===== src/rtl/seq_alu.sv =====
// seq_alu: registered multi-cycle ALU behind a start/valid handshake, with an
// iterative shift-add multiplier and an optional restoring divider (SEQ_ALU_DIV_EN).
module seq_alu #(
    parameter  int WIDTH = 32,
    localparam int SHW   = $clog2(WIDTH)
) (
    input  logic             clk,
    input  logic             reset,
    input  logic             Start_i,
    input  logic [3:0]       ALU_Operation_i,
    input  logic [WIDTH-1:0] A_i,
    input  logic [WIDTH-1:0] B_i,
    output logic             Ready_o,
    output logic             Valid_o,
    output logic [WIDTH-1:0] ALU_Result_o,
    output logic             Zero_o
);

    localparam logic [SHW:0] ITER_END = (SHW+1)'(WIDTH);

    typedef enum logic [2:0] {S_IDLE, S_ONE, S_MUL, S_DIV, S_DONE} state_t;

    typedef struct packed {
        logic [3:0]       op;
        logic [WIDTH-1:0] a;
        logic [WIDTH-1:0] b;
    } req_t;

    state_t             state_q, state_d;
    req_t               req_q;
    logic [SHW:0]       cnt_q;
    logic [2*WIDTH-1:0] prod_q;
    logic [WIDTH:0]     mul_sum;
    logic [WIDTH-1:0]   one_res, fin_res;
    logic [SHW-1:0]     shamt;
    logic               accept, iter_done, iterating, load_res;

    function automatic state_t issue_state(input logic [3:0] op);
        case (op)
            4'b1010, 4'b1011: return S_MUL;
`ifdef SEQ_ALU_DIV_EN
            4'b1100, 4'b1101: return S_DIV;
`endif
            default:          return S_ONE;
        endcase
    endfunction

    always_ff @(posedge clk or negedge reset) begin
        if (!reset) state_q <= S_IDLE;
        else        state_q <= state_d;
    end

    assign iter_done = (cnt_q == ITER_END);

    always_comb begin
        state_d  = state_q;
        Ready_o  = 1'b0;
        Valid_o  = 1'b0;
        load_res = 1'b0;
        case (state_q)
            S_IDLE: begin
                Ready_o = 1'b1;
                if (Start_i) state_d = issue_state(ALU_Operation_i);
            end
            S_ONE: begin
                load_res = 1'b1;
                state_d  = S_DONE;
            end
            S_MUL: begin
                if (iter_done) begin
                    load_res = 1'b1;
                    state_d  = S_DONE;
                end
            end
`ifdef SEQ_ALU_DIV_EN
            S_DIV: begin
                if (iter_done) begin
                    load_res = 1'b1;
                    state_d  = S_DONE;
                end
            end
`endif
            S_DONE: begin
                Ready_o = 1'b1;
                Valid_o = 1'b1;
                state_d = Start_i ? issue_state(ALU_Operation_i) : S_IDLE;
            end
            default: state_d = S_IDLE;
        endcase
    end

    assign accept = Ready_o && Start_i;

`ifdef SEQ_ALU_DIV_EN
    assign iterating = (state_q == S_MUL) || (state_q == S_DIV);
`else
    assign iterating = (state_q == S_MUL);
`endif

    // Multiplier sits in prod_q's low half and is consumed LSB-first while
    // partial sums accumulate in the high half.
    assign mul_sum = {1'b0, prod_q[2*WIDTH-1:WIDTH]}
                   + {1'b0, (prod_q[0] ? req_q.a : {WIDTH{1'b0}})};

    always_ff @(posedge clk or negedge reset) begin
        if (!reset) begin
            req_q  <= '0;
            cnt_q  <= '0;
            prod_q <= '0;
        end else if (accept) begin
            req_q  <= {ALU_Operation_i, A_i, B_i};
            cnt_q  <= '0;
            prod_q <= {{WIDTH{1'b0}}, B_i};
        end else if (iterating && !iter_done) begin
            cnt_q <= cnt_q + (SHW+1)'(1);
            if (state_q == S_MUL) prod_q <= {mul_sum, prod_q[WIDTH-1:1]};
        end
    end

`ifdef SEQ_ALU_DIV_EN
    logic [WIDTH-1:0] rem_q, quo_q, div_diff;
    logic [WIDTH:0]   div_sh;
    logic             div_ge;

    // Dividend bits shift out of quo_q's top while quotient bits enter its
    // bottom. A zero divisor naturally yields all-ones and rem == A.
    assign div_sh   = {rem_q, quo_q[WIDTH-1]};
    assign div_ge   = (div_sh >= {1'b0, req_q.b});
    assign div_diff = div_sh[WIDTH-1:0] - req_q.b;

    always_ff @(posedge clk or negedge reset) begin
        if (!reset) begin
            rem_q <= '0;
            quo_q <= '0;
        end else if (accept) begin
            rem_q <= '0;
            quo_q <= A_i;
        end else if (state_q == S_DIV && !iter_done) begin
            rem_q <= div_ge ? div_diff : div_sh[WIDTH-1:0];
            quo_q <= {quo_q[WIDTH-2:0], div_ge};
        end
    end
`endif

    assign shamt = req_q.b[SHW-1:0];

    always_comb begin
        one_res = '0;
        case (req_q.op)
            4'b0000: one_res = req_q.a + req_q.b;
            4'b0001: one_res = req_q.a - req_q.b;
            4'b0010: one_res = req_q.a | req_q.b;
            4'b0011: one_res = req_q.a << shamt;
            4'b0100: one_res = req_q.a >> shamt;
            4'b0101: one_res = req_q.a & req_q.b;
            4'b0110: one_res = req_q.a ^ req_q.b;
            4'b0111: one_res = $signed(req_q.a) >>> shamt;
            4'b1000: one_res = {{(WIDTH-1){1'b0}}, $signed(req_q.a) < $signed(req_q.b)};
            4'b1001: one_res = {{(WIDTH-1){1'b0}}, req_q.a < req_q.b};
            default: one_res = '0;
        endcase
    end

    always_comb begin
        fin_res = one_res;
        if (state_q == S_MUL)
            fin_res = req_q.op[0] ? prod_q[2*WIDTH-1:WIDTH] : prod_q[WIDTH-1:0];
`ifdef SEQ_ALU_DIV_EN
        if (state_q == S_DIV)
            fin_res = req_q.op[0] ? rem_q : quo_q;
`endif
    end

    always_ff @(posedge clk or negedge reset) begin
        if (!reset) begin
            ALU_Result_o <= '0;
            Zero_o       <= 1'b1;
        end else if (load_res) begin
            ALU_Result_o <= fin_res;
            Zero_o       <= (fin_res == '0);
        end
    end

endmodule


===== config.mk =====
export PLATFORM = sky130hd
export DESIGN_NAME = seq_alu
export DESIGN_NICKNAME = d
export VERILOG_FILES = /design/src/rtl/seq_alu.sv
export SDC_FILE = /design/constraint.sdc
export NUM_CORES = 1
export LEC_CHECK = 0
export ABC_AREA = 1
export BUFFER_PORTS_ARGS = -buffer_cell sky130_fd_sc_hd__buf_2
export CORE_MARGIN = 1.5
export CORE_UTILIZATION = 35
export CTS_BUF_LIST = sky130_fd_sc_hd__clkbuf_8
export DETAILED_ROUTE_END_ITERATION = 8
export PLACE_DENSITY = 0.51
export REMOVE_ABC_BUFFERS = 1
export SYNTH_ARGS = -nofsm -noshare
export SYNTH_HDL_FRONTEND = slang
export SYNTH_SLANG_ARGS = --single-unit

===== constraint.sdc =====
create_clock -name clk -period 3.7 [get_ports clk]
set_input_delay 0.37 -clock clk [delete_from_list [all_inputs] [get_ports clk]]
set_output_delay 0.37 -clock clk [all_outputs]
set_load 0.01 [all_outputs]

==> out/results.tsv, run 1 <==
metric	value	unit
commonest cells after routing, fill and taps aside	1103 x nand2_1, 489 x nand3_1, 433 x inv_1	
area of the mapped netlist	19700	µm²
largest net degree at the start of global routing	82	
Placeable Area	55300	µm²
HPWL after DPL	83700	µm
headroom to the max-slew limit	23.2	%
number of synthesized register bits	174	
Setup Skew	0.0298	ns
sequential share of the synthesized area	22.1	%
leakage power total	0.0122	µW
number of failing hold endpoints at the final stage	0	
antenna violations before repair	3	
fraction of the core area covered by cells at the end of the flow	41.4	%
maximum count of clock buffers along a single path	2	
number of port buffers	105	
top fanout value on the critical path	5	
cell type with the highest aggregate area in the netlist	dfrtp_1	
asr flop ratio synth	100	%
Ys Warns	0	
Reg clk slew, reported paths	0.13	ns
outcome	finished clean	
global-route wire length before repair	150000	µm
layout overhead on the synthesized area	16.5	%
length of the first detailed-routing pass in iterations	6	
final setup fails	0	
residual overflow from global routing	0	
H-tree depth	4	
final critical path time including I/O delays and setup	3.55	ns
peak clock frequency supported by timing	0.281	GHz
slowest cell on the critical path	dfrtp_2	
area fraction of the dominant cell type after synthesis	22.0	%
Data required, critical path	4.22	ns
unrepaired setup endpoints after global routing	false	
clock network latency to the later pin of the worst-skew pair	0.59	ns
final worst path period share	96.0	%
crit start category	flip-flop	
area of the die	57600	µm²
starting DRC count in detailed routing	2243	
actual transition at the worst max-transition pin	1.15	ns
DIE WIDTH	240	µm
IR drop worst, VDD	0.000477	V
element type at the critical path end	flip-flop	
commonest non-fill, non-tap cell in the layout	nand2_1	
CTS Root Buffer Type	clkbuf_8	
unique cell type count in the Yosys netlist	53	
data arrival time of the critical path	4.07	ns
dominant register cell in the synthesized netlist	dfrtp_1	
total global routing track utilization	36.0	%
number of ports placed on the die boundary	106	
number of clock sinks seen by CTS	174	
cells taking the most area after synthesis	dfrtp_1 22%, nand2_1 21%, nand3_1 12%	
critical path cell sequence	inv_2 -> ha_1 -> inv_1 -> fa_1 -> buf_4 -> or2_2 -> nand3_1 -> o21ai_0 -> nor3_1 -> nand3_1 -> a21oi_1 -> nand2_1 -> nor2_1 -> nand2_1 -> nor2_1 -> nand3_1 -> nand2_1	
total wire length	103000	µm
standard-cell row count	86	
WL/cell	23.8	µm
effective utilization at floorplan	35.6	%
TritonCTS clock tree	built	
number of synthesized flops with an enable pin	0	
CTS Buf Count	17	
max-slew violation count	0	
total power per unit cell area	1150	nW/µm²
via count	23870	
Final Wtd Congestion	1.01	
post-detailed-route DRC marker count	0	
Total Neg Setup Slack	0	ns
Gate Count Post-Synth	3381	
count of antenna-violating nets left after detailed routing	0	
classification of the worst setup path	flip-flop to flip-flop	
fraction of final layout cells sized beyond drive strength 1	12.1	%
via count of the first global-routing pass	22790	
Net count, final	3793	
overall die height	240	µm
number of max-capacitance violations reported	0	
drt via density	5.49	
average cell area after synthesis	5.82	µm²
CP peak stage delay	0.50	ns
class of the tightest hold or removal check	input port to flip-flop	
## final timing paths
kind / startpoint / end / slack (ns) / depth (start not counted)
max in group asynchronous: reset / req_q[1]$_DFFE_PN0P_ / 2.37 / 3
min in group asynchronous: reset / prod_q[62]$_DFFE_PN0P_ / 0.34 / 2
setup / recovery: req_q[32]$_DFFE_PN0P_ / Zero_o$_DFFE_PN1P_ / 0.15 / 17
hold reg to reg: ALU_Result_o[7]$_DFFE_PN0P_ / ALU_Result_o[7]$_DFFE_PN0P_ / 0.50 / 2
setup reg to reg: req_q[32]$_DFFE_PN0P_ / Zero_o$_DFFE_PN1P_ / 0.15 / 17
hold / removal: B_i[9] / req_q[9]$_DFFE_PN0P_ / 0.04 / 3
## synthesized netlist by cell type (4+ instances only)
master and count:
nand2_1 1103, nand3_1 489, inv_1 435, nor2_1 233, o21ai_0 214, dfrtp_1 173, a21oi_1 170, ha_1 134
buf_2 57, clkbuf_1 52, nor3_1 33, nand4_1 32, nand2_2 23, a31oi_1 20, inv_2 18, o22ai_1 17
buf_1 15, o211ai_1 15, o221ai_1 15, buf_4 14, and2_1 12, o21ai_1 11, buf_6 10, nor2_2 10
o21bai_1 7, o21a_1 6, o31ai_1 6, nand3b_1 5, or2_2 5, and3_1 4, xnor2_1 4
## where the power goes
part | leakage [µW] | switching, µW | internal, µW
Combinational | 0.00985 | 14800 | 6580
Sequential | 0.00220 | 680 | 2690
Clock | 0.000197 | 959 | 567
Total | 0.0122 | 16400 | 9830
## layout make-up
cell class	count	area [µm²]
Sequential cell	174	4380
Inverter	456	1710
Multi-Input combinational cell	2601	12900
Antenna cell	1	2.50
Fill cell	6307	32400
Timing Repair Buffer	335	2560
Tap cell	748	936
Clock buffer	17	234
Clock inverter	15	171
## flip-flops by register name (all words and copies together), names as in the netlist
register      flops
req_q            68
prod_q           64
ALU_Result_o     32
cnt_q             6
state_q           3
Zero_o            1
## metal layers
metal  share of wire [%]  routed length (µm)  vias up  track usage [%]
li1                    -                   -    11312                -
met1                  44               45300    11358             48.6
met2                  44               45700     1015             56.2
met3                 6.5                6670      183             4.09
met4                 5.4                5630        2             19.2
met5               0.011                  11        -                0
## worst max-delay path, delay by kind of cell, from the launching register on
family | cells | cell delay (ns)
DFF | 1 | 0.50
adders and majority gates | 2 | 0.55
buffers and inverters | 3 | 0.39
and+or+nand+nor | 10 | 1.65
AOI/OAI and AO/OA | 2 | 0.41
## kinds of logic (layout without fill, tap and decap cells)
logic type | after synthesis | after routing | share of synthesized area (%)
AO/OA/AOI/OAI | 494 | 494 | 13.8
XOR/XNOR | 7 | 7 | 0.312
adder cells (fa/ha/maj) | 137 | 137 | 8.83
buffers and inverters | 606 | 823 | 12.6
flip-flops | 174 | 174 | 22.1
other | 0 | 1 | 0
AND/OR/NAND/NOR | 1963 | 1963 | 42.4
## stage by stage
stage | power [µW] | worst slack (ns) | instances | hold slack (ns) | cell area [µm²]
CTS | 25600 | 0.0139 | 4331 | 0.000324 | 22700
finish | 26300 | 0.147 | 4347 | 0.0417 | 22900
floorplan | 14900 | -4.94 | 3231 | 0.0744 | 18900
global route | 28200 | 0.00123 | 4347 | 0.0423 | 22900
detailed placement | 24000 | -0.161 | 4258 | 0.470 | 21900
global placement | 24100 | -0.200 | 4258 | 0.464 | 21900
## what timing repair did
action	in CTS	in global routing
pin swaps	0	1
endpoints found under the hold margin	121	0
setup endpoints to repair	1	1
buffers inserted	0	15
hold buffers	41	0
resized for setup	11	22
Power figures use the tool's default switching activity.
==> inputs of run 2 (changes only) <==
--- a/config.mk
+++ b/config.mk
@@ -11,6 +11,7 @@
 export CORE_UTILIZATION = 35
 export CTS_BUF_LIST = sky130_fd_sc_hd__clkbuf_8
 export DETAILED_ROUTE_END_ITERATION = 8
+export MAX_ROUTING_LAYER = met4
 export PLACE_DENSITY = 0.51
 export REMOVE_ABC_BUFFERS = 1
 export SYNTH_ARGS = -nofsm -noshare
==> out/results.tsv, run 2 (synthesis gave the netlist of run 1 again) <==
metric	value	unit	change
CTS Root Buffer Type	clkbuf_8		unchanged
commonest non-fill, non-tap cell in the layout	nand2_1		unchanged
HPWL after DPL	85600	µm	was 83700 µm
class of the tightest hold or removal check	input port to flip-flop		unchanged
via count of the first global-routing pass	22756		was 22790
largest register by flop count	req_q		unchanged
largest net degree at the start of global routing	71		was 82
Regs by FF count	req_q: 68 flops, prod_q: 64 flops, ALU_Result_o: 32 flops		unchanged
number of port buffers	105		unchanged
total global routing track utilization	38.1	%	was 36.0%
Reg clk slew, reported paths	0.12	ns	was 0.13 ns
worst flop-to-flop path endpoint	Zero_o$_DFFE_PN1P_		unchanged
via count	23961		was 23870
length of the first detailed-routing pass in iterations	6		unchanged
Crit Reg-Reg Startpoint	req_q[32]$_DFFE_PN0P_		unchanged
critical path cell sequence	inv_1 -> ha_1 -> inv_1 -> fa_1 -> buf_4 -> or2_2 -> nand3_1 -> o21ai_0 -> nor3_2 -> nand3_2 -> a21oi_2 -> nand2_1 -> nor2_4 -> nand2_1 -> nor2_1 -> nand3_1 -> nand2_1		was inv_2 -> ha_1 -> inv_1 -> fa_1 -> buf_4 -> or2_2 -> nand3_1 -> o21ai_0 -> nor3_1 -> nand3_1 -> a21oi_1 -> nand2_1 -> nor2_1 -> nand2_1 -> nor2_1 -> nand3_1 -> nand2_1
count of antenna-violating nets left after detailed routing	0		unchanged
FILL cells	6217		was 6307
slowest cell on the critical path	dfrtp_2		unchanged
starting DRC count in detailed routing	2255		was 2243
Largest register FFs	68		unchanged
path depth of the worst reg2reg path	17		unchanged
hold path start	A_i[31]		was B_i[9]
clock network latency to the later pin of the worst-skew pair	0.61	ns	was 0.59 ns
headroom to the max-slew limit	18.2	%	was 23.2%
instance count along the most critical hold path	3		unchanged
TritonCTS clock tree	built		unchanged
fraction of final layout cells sized beyond drive strength 1	11.8	%	was 12.1%
commonest cells after routing, fill and taps aside	1103 x nand2_1, 488 x nand3_1, 433 x inv_1		was 1103 x nand2_1, 489 x nand3_1, 433 x inv_1
Setup Skew	0.0351	ns	was 0.0298 ns
met2 routed wirelength	46200	µm	was 45700 µm
residual overflow from global routing	0		unchanged
worst reg2reg setup slack	0.13	ns	was 0.15 ns
Placeable Area	55300	µm²	unchanged
Worst Hold Endpoint	req_q[63]$_DFFE_PN0P_		was req_q[9]$_DFFE_PN0P_
number of ports placed on the die boundary	106		unchanged
Bufs and invs on worst path	3		unchanged
number of max-capacitance violations reported	0		unchanged
top fanout value on the critical path	5		unchanged
Data required, critical path	4.24	ns	was 4.22 ns
layout overhead on the synthesized area	16.0	%	was 16.5%
total wire length	106000	µm	was 103000 µm
max-slew violation count	0		unchanged
peak clock frequency supported by timing	0.280	GHz	was 0.281 GHz
element type at the critical path end	flip-flop		unchanged
CTS Buf Count	17		unchanged
post-placement setup slack	-0.293	ns	was -0.161 ns
data arrival time of the critical path	4.11	ns	was 4.07 ns
final worst path period share	96.6	%	was 96.0%
standard-cell row count	86		unchanged
final setup fails	0		unchanged
maximum count of clock buffers along a single path	2		unchanged
fraction of the core area covered by cells at the end of the flow	41.3	%	was 41.4%
outcome	finished clean		unchanged
final critical path time including I/O delays and setup	3.57	ns	was 3.55 ns
total power per unit cell area	1160	nW/µm²	was 1150 nW/µm²
leakage power total	0.0122	µW	about the same
Finished Cell Area	22800	µm²	was 22900 µm²
IR drop worst, VDD	0.000635	V	was 0.000477 V
antenna violations before repair	3		unchanged
Total Neg Setup Slack	0	ns	unchanged
number of clock sinks seen by CTS	174		unchanged
number of failing hold endpoints at the final stage	0		unchanged
worst setup margin	0.126	ns	was 0.147 ns
crit start category	flip-flop		unchanged
cell area reported after detailed placement	21700	µm²	was 21900 µm²
met1 wire length	47000	µm	was 45300 µm
actual transition at the worst max-transition pin	1.21	ns	was 1.15 ns
met3 layer wire length in the routed design	6770	µm	was 6670 µm
Final Wtd Congestion	1.08		was 1.01
overall die height	240	µm	unchanged
CP peak stage delay	0.52	ns	was 0.50 ns
unrepaired setup endpoints after global routing	false		unchanged
effective utilization at floorplan	35.6	%	unchanged
classification of the worst setup path	flip-flop to flip-flop		unchanged
Net count, final	3789		was 3793
Design Power	26400	µW	was 26300 µW
drt via density	5.51		was 5.49
DIE WIDTH	240	µm	unchanged
highest routed metal layer	met4		was met5
area of the die	57600	µm²	unchanged
post-detailed-route DRC marker count	0		unchanged
Worst path most repeated cell	nand2_1		
global-route wire length before repair	153000	µm	was 150000 µm
family with the most delay on the worst path	simple AND/OR/NAND/NOR gates		unchanged
H-tree depth	4		unchanged
WL/cell	24.4	µm	was 23.8 µm
[run 2: cell count changes in the layout (fill, tap and decap cells not counted), moves of 3 or more]
cell,before,now
ha_2,8,3
buf_4,173,169
inv_6,1,5
dlygate4sd3_1,41,45
ha_1,126,131
buf_12,16,12
clkinvlp_4,3,0
[run 2: routing by layer]
layer	global-route usage, %	vias to the layer above
met4	19.4	0
met1	50.4	11425
li1	-	11324
met3	4.27	176
met2	57.2	1036
met5	-	-
[run 2: metrics by stage]
| step | std cells | hold WS, ns |
|---|---|---|
| CTS | 4319 | 0.00643 |
| finish | 4345 | 0.0306 |
| floorplan | 3231 | 0.0744 |
| global placement | 4242 | 0.454 |
| global route | 4344 | 0.0343 |
| detailed placement | 4242 | 0.457 |
[run 2: worst max-delay path by stage]
stage | start | to | slack, ns | cells after the start
after floorplan | state_q[0]$_DFFE_PN0P_ | cnt_q[3]$_DFFE_PN0P_ | -4.94 | 7
after CTS | req_q[50]$_DFFE_PN0P_ | Zero_o$_DFFE_PN1P_ | 0.006 | 19
after global routing | req_q[32]$_DFFE_PN0P_ | Zero_o$_DFFE_PN1P_ | 0.001 | 22
after detailed placement | req_q[32]$_DFFE_PN0P_ | Zero_o$_DFFE_PN1P_ | -0.29 | 17
after global placement | req_q[50]$_DFFE_PN0P_ | Zero_o$_DFFE_PN1P_ | -0.37 | 19
final | req_q[32]$_DFFE_PN0P_ | Zero_o$_DFFE_PN1P_ | 0.13 | 17
[run 2: cell type report]
cell class              count  area [µm²]  share of cell area [%]
diodes                      3        7.51                  0.0329
clock buffers              17         234                    1.03
clock inverters            15         143                   0.625
inverters                 456        1710                    7.51
multi-input cells        2601       12900                    56.6
flip-flops and latches    174        4380                    19.2
well taps                 748         936                    4.10
repair buffers            331        2490                    10.9
[run 2: where the power goes]
group | internal (µW) | total, µW | switching [µW]
combinational | 6480 | 21600 | 15100
sequential | 2690 | 3360 | 670
clock | 500 | 1490 | 990
total | 9670 | 26400 | 16700
[run 2: worst register-to-register path, delay by kind of cell (launching register included)]
| kind | cells | cell delay (ns) |
|---|---|---|
| buffers and inverters | 3 | 0.42 |
| adders and majority gates | 2 | 0.57 |
| and+or+nand+nor | 10 | 1.70 |
| AOI/OAI and AO/OA | 2 | 0.31 |
| DFF | 1 | 0.52 |
[run 2: timing repair]
item	CTS	global route
hold buffers	45	0
gates resized for setup	15	18
pin swaps	0	2
buffers inserted	0	23
endpoints found under the setup margin	1	1
endpoints found under the hold margin	117	0
gates cloned	0	0
==> inputs of run 3 (changes only) <==
--- a/config.mk
+++ b/config.mk
@@ -13,7 +13,6 @@
 export DETAILED_ROUTE_END_ITERATION = 8
 export MAX_ROUTING_LAYER = met4
 export PLACE_DENSITY = 0.51
-export REMOVE_ABC_BUFFERS = 1
 export SYNTH_ARGS = -nofsm -noshare
 export SYNTH_HDL_FRONTEND = slang
 export SYNTH_SLANG_ARGS = --single-unit
==> constraint.sdc (replaced) <==
create_clock -name clk -period 3.8 [get_ports clk]
set_input_delay 0.38 -clock clk [delete_from_list [all_inputs] [get_ports clk]]
set_output_delay 0.38 -clock clk [all_outputs]
set_load 0.01 [all_outputs]
==> out/results.tsv, run 3 (synthesis gave the netlist of run 1 again) <==
metric	value	unit	change
outcome	finished clean		unchanged
fraction of the core area covered by cells at the end of the flow	41.0	%	was 41.3%
layout overhead on the synthesized area	15.1	%	was 16.0%
number of port buffers	105		unchanged
drt via density	5.56		was 5.51
cell total after placement	4294		was 4242
area of the die	57600	µm²	unchanged
data arrival time of the critical path	4.16	ns	was 4.11 ns
via count	24143		was 23961
actual transition at the worst max-transition pin	1.28	ns	was 1.21 ns
H-tree depth	4		unchanged
CTS Root Buffer Type	clkbuf_8		unchanged
cell area reported after detailed placement	22100	µm²	was 21700 µm²
post-detailed-route DRC marker count	0		unchanged
number of max-capacitance violations reported	0		unchanged
total power per unit cell area	1170	nW/µm²	was 1160 nW/µm²
classification of the worst setup path	flip-flop to flip-flop		unchanged
standard-cell row count	86		unchanged
Largest register FFs	68		unchanged
Net count, final	3782		was 3789
via count of the first global-routing pass	22527		was 22756
Setup Skew	0.0365	ns	was 0.0351 ns
Design Power	26600	µW	was 26400 µW
headroom to the max-slew limit	14.7	%	was 18.2%
CTS Buf Count	17		unchanged
path depth of the worst reg2reg path	20		was 17
fraction of final layout cells sized beyond drive strength 1	12.2	%	was 11.8%
commonest non-fill, non-tap cell in the layout	nand2_1		unchanged
DIE WIDTH	240	µm	unchanged
length of the first detailed-routing pass in iterations	6		unchanged
effective utilization at floorplan	35.6	%	unchanged
overall die height	240	µm	unchanged
Finished Cell Area	22700	µm²	was 22800 µm²
TritonCTS clock tree	built		unchanged
final critical path time including I/O delays and setup	3.65	ns	was 3.57 ns
crit start category	flip-flop		unchanged
peak clock frequency supported by timing	0.274	GHz	was 0.280 GHz
count of antenna-violating nets left after detailed routing	0		unchanged
Reg clk slew, reported paths	0.13	ns	was 0.12 ns
residual overflow from global routing	0		unchanged
Final Wtd Congestion	1.05		was 1.08
non-filler cells, final	4341		was 4345
starting DRC count in detailed routing	2700		was 2255
class of the tightest hold or removal check	input port to flip-flop		unchanged
final worst path period share	96.2	%	was 96.6%
maximum count of clock buffers along a single path	2		unchanged
total global routing track utilization	38.6	%	was 38.1%
FILL cells	6351		was 6217
Mapped Nets	3589		
commonest cells after routing, fill and taps aside	1102 x nand2_1, 489 x nand3_1, 434 x inv_1		was 1103 x nand2_1, 488 x nand3_1, 433 x inv_1
final setup fails	0		unchanged
HPWL after DPL	88300	µm	was 85600 µm
leakage power total	0.0122	µW	about the same
number of clock sinks seen by CTS	174		unchanged
element type at the critical path end	flip-flop		unchanged
number of ports placed on the die boundary	106		unchanged
clock network latency to the later pin of the worst-skew pair	0.58	ns	was 0.61 ns
Data required, critical path	4.31	ns	was 4.24 ns
Regs by FF count	req_q: 68 flops, prod_q: 64 flops, ALU_Result_o: 32 flops		unchanged
Hold WS	0.0203	ns	was 0.0306 ns
antenna violations before repair	6		was 3
instance count along the most critical hold path	3		unchanged
global-route wire length before repair	155000	µm	was 153000 µm
worst reg2reg setup slack	0.15	ns	was 0.13 ns
number of failing hold endpoints at the final stage	0		unchanged
largest register by flop count	req_q		unchanged
top fanout value on the critical path	5		unchanged
Placeable Area	55300	µm²	unchanged
WL/cell	24.9	µm	was 24.4 µm
largest net degree at the start of global routing	91		was 71
total wire length	108000	µm	was 106000 µm
max-slew violation count	0		unchanged
IR drop worst, VDD	0.000495	V	was 0.000635 V
-- run 3: cell types whose count changed in the layout (fill, tap and decap cells not counted), sizes merged --
cell         previous run  this run
clkinv                  6         8
diode                   3         6
dlygate4sd3            45         8
inv                   465       462
buf                   285       315
clkinvlp                0         1
-- run 3: what timing repair did --
action / in CTS / in global routing
setup buffers: 0 / 1
endpoints found under the setup margin: 0 / 1
hold buffers: 8 / 0
gates resized for setup: 0 / 10
endpoints found under the hold margin: 93 / 0
-- run 3: final timing paths --
check,startpoint,to
setup / recovery,req_q[0]$_DFFE_PN0P_,Zero_o$_DFFE_PN1P_
hold / removal,A_i[23],req_q[55]$_DFFE_PN0P_
setup reg to reg,req_q[0]$_DFFE_PN0P_,Zero_o$_DFFE_PN1P_
hold reg to reg,ALU_Result_o[22]$_DFFE_PN0P_,ALU_Result_o[22]$_DFFE_PN0P_
max in group asynchronous,reset,req_q[48]$_DFFE_PN0P_
min in group asynchronous,reset,req_q[55]$_DFFE_PN0P_
-- run 3: stage by stage --
stage           TNS (ns)  setup slack, ns
2_1_floorplan          0            0.994
3_3_place_gp           0           0.0534
3_5_place_dp           0           0.0864
4_1_cts                0           0.0632
5_1_grt        -0.000701        -0.000701
6_report               0            0.145
-- run 3: power breakdown --
| group | switching, µW | internal, µW | total (µW) |
|---|---|---|---|
| Clock | 1020 | 525 | 1550 |
| Sequential | 582 | 2600 | 3180 |
| Combinational | 15200 | 6600 | 21800 |
-- run 3: final cells by class --
type                            instances  area, µm²  share of cell area [%]
Clock inverter                         15        205                   0.906
Antenna cell                            6       15.0                  0.0663
Clock buffer                           17        234                    1.03
Sequential cell                       174       4360                    19.2
Multi-Input combinational cell       2601      12900                    56.9
Tap cell                              748        936                    4.13
Inverter                              456       1710                    7.57
Timing Repair Buffer                  324       2300                    10.1
-- run 3: routing by layer --
metal	GRT usage, %	share of wire, %	vias to the layer above
met5	-	0	-
met4	17.1	5.0	0
met3	5.45	7.7	181
met2	56.4	42	1214
met1	52.7	45	11431
li1	-	-	11317
-- run 3: critical path: stages, from the launching register on --
cell and delay [ns]:
dfrtp_1 0.48, ha_1 0.26, fa_1 0.42, nand3_1 0.11
nand3_1 0.13, buf_4 0.18, nand2_1 0.08, nand2_1 0.08
nand2_1 0.07, nand2_1 0.15, nand2_1 0.12, nand3_1 0.07
nand3_1 0.14, nand3_1 0.19, a21oi_1 0.44, nand2_1 0.10
nor2_1 0.12, nand2_1 0.06, nor2_1 0.20, nand3_1 0.10
nand2_1 0.07
